<file path="src/rtl/sfp_link_ctrl.sv">
// SFP link bring-up and recovery controller: sequences laser enable and PMA reset
// against module status and PCS block lock, with automatic recovery and fault back-off.
module sfp_link_ctrl #(
    parameter int unsigned TX_INIT_CYCLES      = 100000,
    parameter int unsigned RESET_CYCLES        = 1000,
    parameter int unsigned LOCK_TIMEOUT_CYCLES = 1000000,
    parameter int unsigned FAULT_HOLD_CYCLES   = 10000000,
    parameter int unsigned DEBOUNCE_CYCLES     = 1000
) (
    input  logic       clk100,
    input  logic       cold_reset_n,
    input  logic       enable,
    input  logic       sfp_tx_fault,
    input  logic       sfp_rx_los,
    input  logic       pcs_block_lock,
    output logic       sfp_tx_disable,
    output logic       pma_reset,
    output logic       link_up,
    output logic [2:0] state,
    output logic [7:0] retry_count
);

    localparam int unsigned TIMER_W = 32;
    localparam int unsigned RETRY_W = 8;
    localparam int unsigned SYNC_W  = 3;

    localparam logic [TIMER_W-1:0] TX_INIT_LOAD = TIMER_W'(TX_INIT_CYCLES - 32'd1);
    localparam logic [TIMER_W-1:0] RESET_LOAD   = TIMER_W'(RESET_CYCLES - 32'd1);
    localparam logic [TIMER_W-1:0] LOCK_LOAD    = TIMER_W'(LOCK_TIMEOUT_CYCLES - 32'd1);
    localparam logic [TIMER_W-1:0] FAULT_LOAD   = TIMER_W'(FAULT_HOLD_CYCLES - 32'd1);
    localparam logic [TIMER_W-1:0] DEBOUNCE_MAX = TIMER_W'(DEBOUNCE_CYCLES);

    typedef enum logic [2:0] {
        S_OFF       = 3'd0,
        S_TX_WAIT   = 3'd1,
        S_SIG_WAIT  = 3'd2,
        S_PMA_RST   = 3'd3,
        S_LOCK_WAIT = 3'd4,
        S_UP        = 3'd5,
        S_FAULT     = 3'd6
    } state_e;

    state_e               state_q, state_d;
    logic [TIMER_W-1:0]   timer_q, timer_d;
    logic [TIMER_W-1:0]   deb_q, deb_d;
    logic [RETRY_W-1:0]   retry_q, retry_d;
    logic                 tx_disable_q, tx_disable_d;
    logic                 pma_reset_q, pma_reset_d;
    logic                 link_up_q, link_up_d;

    logic [SYNC_W-1:0]    sync_meta_q, sync_q;
    logic                 fault_s, los_s, lock_s;

    // Two-flop synchronizers for the asynchronous status pins
    always_ff @(posedge clk100 or negedge cold_reset_n) begin
        if (!cold_reset_n) begin
            sync_meta_q <= '0;
            sync_q      <= '0;
        end else begin
            sync_meta_q <= {sfp_tx_fault, sfp_rx_los, pcs_block_lock};
            sync_q      <= sync_meta_q;
        end
    end

    assign fault_s = sync_q[2];
    assign los_s   = sync_q[1];
    assign lock_s  = sync_q[0];

    function automatic logic [RETRY_W-1:0] sat_inc(input logic [RETRY_W-1:0] v);
        return (v == {RETRY_W{1'b1}}) ? v : v + RETRY_W'(1);
    endfunction

    // State, timers and registered outputs
    always_ff @(posedge clk100 or negedge cold_reset_n) begin
        if (!cold_reset_n) begin
            state_q      <= S_OFF;
            timer_q      <= '0;
            deb_q        <= '0;
            retry_q      <= '0;
            tx_disable_q <= 1'b1;
            pma_reset_q  <= 1'b1;
            link_up_q    <= 1'b0;
        end else begin
            state_q      <= state_d;
            timer_q      <= timer_d;
            deb_q        <= deb_d;
            retry_q      <= retry_d;
            tx_disable_q <= tx_disable_d;
            pma_reset_q  <= pma_reset_d;
            link_up_q    <= link_up_d;
        end
    end

    // Next-state logic: enable, then module fault, then per-state transitions
    always_comb begin
        state_d = state_q;
        timer_d = (timer_q != '0) ? timer_q - TIMER_W'(1) : timer_q;
        deb_d   = deb_q;
        retry_d = retry_q;

        if (!enable) begin
            state_d = S_OFF;
        end else if (fault_s && (state_q inside {S_TX_WAIT, S_SIG_WAIT, S_PMA_RST,
                                                   S_LOCK_WAIT, S_UP})) begin
            state_d = S_FAULT;
            retry_d = sat_inc(retry_q);
            timer_d = FAULT_LOAD;
        end else begin
            case (state_q)
                S_OFF: begin
                    if (!fault_s) begin
                        state_d = S_TX_WAIT;
                        timer_d = TX_INIT_LOAD;
                    end
                end
                S_TX_WAIT: begin
                    if (timer_q == '0) state_d = S_SIG_WAIT;
                end
                S_SIG_WAIT: begin
                    if (!los_s) begin
                        state_d = S_PMA_RST;
                        timer_d = RESET_LOAD;
                    end
                end
                S_PMA_RST: begin
                    if (timer_q == '0) begin
                        state_d = S_LOCK_WAIT;
                        timer_d = LOCK_LOAD;
                    end
                end
                S_LOCK_WAIT: begin
                    if (los_s) begin
                        state_d = S_SIG_WAIT;
                    end else if (lock_s) begin
                        state_d = S_UP;
                        deb_d   = '0;
                    end else if (timer_q == '0) begin
                        state_d = S_FAULT;
                        retry_d = sat_inc(retry_q);
                        timer_d = FAULT_LOAD;
                    end
                end
                S_UP: begin
                    if (los_s) begin
                        state_d = S_SIG_WAIT;
                    end else if (!lock_s) begin
                        deb_d = deb_q + TIMER_W'(1);
                        if (deb_d == DEBOUNCE_MAX) begin
                            state_d = S_PMA_RST;
                            retry_d = sat_inc(retry_q);
                            timer_d = RESET_LOAD;
                        end
                    end else begin
                        deb_d = '0;
                    end
                end
                S_FAULT: begin
                    if (timer_q == '0) state_d = S_OFF;
                end
                default: state_d = S_OFF;
            endcase
        end
    end

    // Output decode from the next state so outputs move on the same edge as state
    always_comb begin
        tx_disable_d = 1'b1;
        pma_reset_d  = 1'b1;
        link_up_d    = 1'b0;
        case (state_d)
            S_TX_WAIT, S_SIG_WAIT, S_PMA_RST: begin
                tx_disable_d = 1'b0;
            end
            S_LOCK_WAIT: begin
                tx_disable_d = 1'b0;
                pma_reset_d  = 1'b0;
            end
            S_UP: begin
                tx_disable_d = 1'b0;
                pma_reset_d  = 1'b0;
                link_up_d    = 1'b1;
            end
            default: begin
                tx_disable_d = 1'b1;
                pma_reset_d  = 1'b1;
            end
        endcase
    end

    assign sfp_tx_disable = tx_disable_q;
    assign pma_reset      = pma_reset_q;
    assign link_up        = link_up_q;
    assign state          = state_q;
    assign retry_count    = retry_q;

endmodule

</file>
<file path="config.mk">
export PLATFORM = sky130hd
export DESIGN_NAME = sfp_link_ctrl
export DESIGN_NICKNAME = d
export VERILOG_FILES = /design/src/rtl/sfp_link_ctrl.sv
export SDC_FILE = /design/constraint.sdc
export NUM_CORES = 1
export LEC_CHECK = 0
export BUFFER_PORTS_ARGS = -buffer_cell sky130_fd_sc_hd__buf_2
export CAP_MARGIN = 0
export CORE_MARGIN = 2
export CORE_UTILIZATION = 35
export CTS_CLUSTER_DIAMETER = 200
export DETAILED_ROUTE_END_ITERATION = 8
export HOLD_SLACK_MARGIN = 0.03
export PLACE_DENSITY = 0.52
export RECOVER_POWER = 100
export SETUP_SLACK_MARGIN = 0.05
export SLEW_MARGIN = 20
export SYNTH_ARGS = -nofsm -noshare
export SYNTH_HDL_FRONTEND = slang
export SYNTH_SLANG_ARGS = --single-unit
</file>
<file path="constraint.sdc">
create_clock -name clk100 -period 3.56 [get_ports clk100]
set_input_delay 0.178 -clock clk100 [delete_from_list [all_inputs] [get_ports clk100]]
set_output_delay 0.178 -clock clk100 [all_outputs]
set_load 0.01 [all_outputs]
</file>
==> results.txt <==
DR iter-0 viols: 474
Tot Pwr: 3.28 mW
power density over cell area: 505 nW/um2
core area: 16000 um2
GRT Total Usage: 19.5%
TritonCTS clock tree: yes
H-tree Lvls: 3
ANT cells: 0
Final Slew Violations: 69
top cells by area, synth: dfrtp_1 36%, o21ai_0 5.3%, nor2_1 4.6%
number of cells on the critical path: 11
CTS Buf Count: 9
area leader, netlist: dfrtp_1
Synth Net Count: 704
largest net degree at the start of global routing: 69
Buffers on Ports: 19
worst r2r dst: sfp_tx_disable$_DFF_PN1_
Reg clk slew, reported paths: 0.07 ns
Critical Path Fanout Max: 9
fin crit share: 95.2%
P_leak: 2.58 nW
CP Cell Sequence: nand3_4 -> or4_4 -> nor4_2 -> buf_4 -> xor2_1 -> or4b_4 -> nor4_1 -> buf_4 -> nor3_2 -> o211a_1 -> o31a_1
first-pass GRT wire length: 27.8 mm
Buf+Inv Stages, Crit Path: 2
routed vias/inst: 5.92
final setup fails: 0
synth cell count leaders: 82 x dfrtp_1, 71 x nor2_1, 61 x o21ai_0
Die ar.: 17500 um2
Max-Cap Viols: 1
worst hold slack: 0.329 ns
Cell variety after synth: 77
final clock skew: 0.0107 ns
crit path DAT: 3.67 ns
CP top delay family: simple AND/OR/NAND/NOR gates
Least-Margin Pin Slew: 1.77 ns
yosys warns: 0
HPWL after DPL: 11.7 mm
CTS Buffer Depth: 2
Main synth FF type: dfrtp_1
reg2reg path depth: 11
failing checks: capacitance limit, slew limit
Antenna Nets Post-Route: 0
Sum Neg Setup Slack: 0 ns
DRC: 0
Routed WL: 16.7 mm
worst vdd ir: 0.000223 V
CP startpoint kind: flip-flop
Initial Utilization: 36.0%
Syn-to-layout area delta: 13.0%
Mapped Area: 5750 um2
Post-Synthesis Cells: 693
max_slew headroom: -18.3%
Tmin final: 3.39 ns
Crit path required time: 3.84 ns
total I/O pin count: 20
Fin. Hold Viols: 0
worst r2r src: deb_q[6]$_DFFE_PN0P_
Achievable Freq: 0.295 GHz
Placer Congestion: 0.962
Worst setup EP type: flip-flop
Hold Crit Start: enable
status: complete, but fails checks
CTS sink cnt: 84
RSZ-0062 raised after global routing: true
row count: 46
post-layout util: 40.6%
Die W: 132 um
synthesized area per cell: 8.30 um2
most used cell, CP: buf_4
sequential fraction of the synthesis area: 36.6%
hold path cells: 3
Worst path slowest cell: or4_4
Vias: 5592
post-synth top area share: 35.7%
GRT overflow: 0
TritonRoute pass-1 iters: 5
worst hold endpoint: timer_q[2]$_DFF_PN0_
number of synthesized register bits: 84
HP Class: in2reg
R2R Setup Slk: 0.17 ns
asr flop ratio synth: 100%
Root Driver: clkbuf_16
EDFF count, synth: 0
initial antenna violation count: 0
Crit path largest cell delay: 0.62 ns
Die Y: 132 um
Wirelength per Cell: 17.7 um
most common cell in the netlist: dfrtp_1
number of global-route vias before repair: 5364
Worst-Skew Late Latency: 0.36 ns
post-layout net count: 734
Crit Path Category: reg2reg
share of cells above drive strength 1: 12.2%
==> where the power goes <==
part	switching [mW]	leakage (nW)	internal (mW)	total, mW
clock network	0.426	0.133	0.480	0.906
registers	0.128	1.09	1.09	1.21
logic	0.730	1.35	0.432	1.16
total	1.28	2.58	2.00	3.28
==> worst max-delay path by stage <==
| stage | slack, ns | from | end |
|---|---|---|---|
| 2_1_floorplan | 0.1 | deb_q[4]$_DFFE_PN0P_ | timer_q[13]$_DFF_PN0_ |
| 6_report | 0.17 | deb_q[6]$_DFFE_PN0P_ | sfp_tx_disable$_DFF_PN1_ |
| 3_3_place_gp | 0.24 | deb_q[6]$_DFFE_PN0P_ | timer_q[19]$_DFF_PN0_ |
| 5_1_grt | 0.06 | deb_q[6]$_DFFE_PN0P_ | timer_q[21]$_DFF_PN0_ |
| 4_1_cts | 0.17 | deb_q[6]$_DFFE_PN0P_ | timer_q[19]$_DFF_PN0_ |
| 3_5_place_dp | 0.19 | deb_q[6]$_DFFE_PN0P_ | timer_q[19]$_DFF_PN0_ |
==> final cells by class <==
type	count	area [um2]
clock buffer	10	229
clock inverter	6	47.5
fill	1647	9500
inverter	10	37.5
multi-input combinational	553	3380
sequential	84	2110
tap	216	270
timing repair buffer	65	430
==> metrics by stage <==
| stage | cell area (um2) | setup WS (ns) | cells |
|---|---|---|---|
| after floorplan | 5750 | 0.0956 | 693 |
| final | 6500 | 0.171 | 944 |
| after detailed placement | 6250 | 0.190 | 924 |
| after global placement | 6250 | 0.245 | 924 |
| after CTS | 6570 | 0.165 | 944 |
| after global routing | 6500 | 0.0605 | 944 |
==> worst register-to-register path: stages (launching register included) <==
cell and delay, ns:
dfrtp_2 0.42, nand3_4 0.08, or4_4 0.62, nor4_2 0.28
buf_4 0.17, xor2_1 0.07, or4b_4 0.51, nor4_1 0.39
buf_4 0.24, nor3_2 0.06, o211a_1 0.23, o31a_1 0.23
==> what timing repair did <==
action | CTS | global route
setup endpoints to repair | 0 | 24
hold endpoints to repair | 68 | 0
buffers inserted | 0 | 0
gates resized for setup | 0 | 3
hold buffers | 4 | 0
==> cell families after synthesis <==
kind of cell | count (synthesis) | synth area share, %
AO/OA/AOI/OAI | 195 | 22.3
XOR/XNOR | 41 | 6.24
adder cells (fa/ha/maj) | 5 | 1.09
buffers and inverters | 56 | 4.17
flip-flops | 84 | 36.6
multiplexers | 1 | 0.196
AND/OR/NAND/NOR | 311 | 29.4
==> routing by layer <==
metal  part of all wire [%]  routed length, um  track usage [%]  up-vias
li1                       -                  -                -     2625
met1                     45               7460             25.2     2746
met2                     49               8090             32.9      192
met3                    4.6                764             3.77       29
met4                    2.1                354             6.69        0
met5                      0                  0                0        -
==> state kept, by name, summed over array words and instances (netlist names) <==
name / cells
sync_q: 3
timer_q: 32
retry_count: 8
sync_meta_q: 3
pma_reset: 1
sfp_tx_disable: 1
link_up: 1
state: 3
deb_q: 32
==> layout by cell type (no fill, tap or decap), types with 5 or more instances in the layout <==
cell type	netlist	layout
and3_1	9	9
a31oi_1	10	10
nor3_1	24	23
dfrtp_1	82	81
inv_1	8	9
and4_1	6	6
nand3_1	36	36
and2_1	11	10
o41ai_1	8	8
o21ai_0	61	61
nand2_1	57	57
clkbuf_16	0	9
clkbuf_1	32	17
buf_4	1	36
o31ai_1	17	17
buf_2	8	7
nor2_1	71	78
a21oi_1	40	41
ha_1	5	5
xnor2_1	21	21
nand2b_1	8	8
nor4_1	13	13
or4_1	7	7
nand4_1	15	15
or3_1	7	7
xor2_1	20	20
o211ai_1	6	7
(Power assumes the default switching activity.)
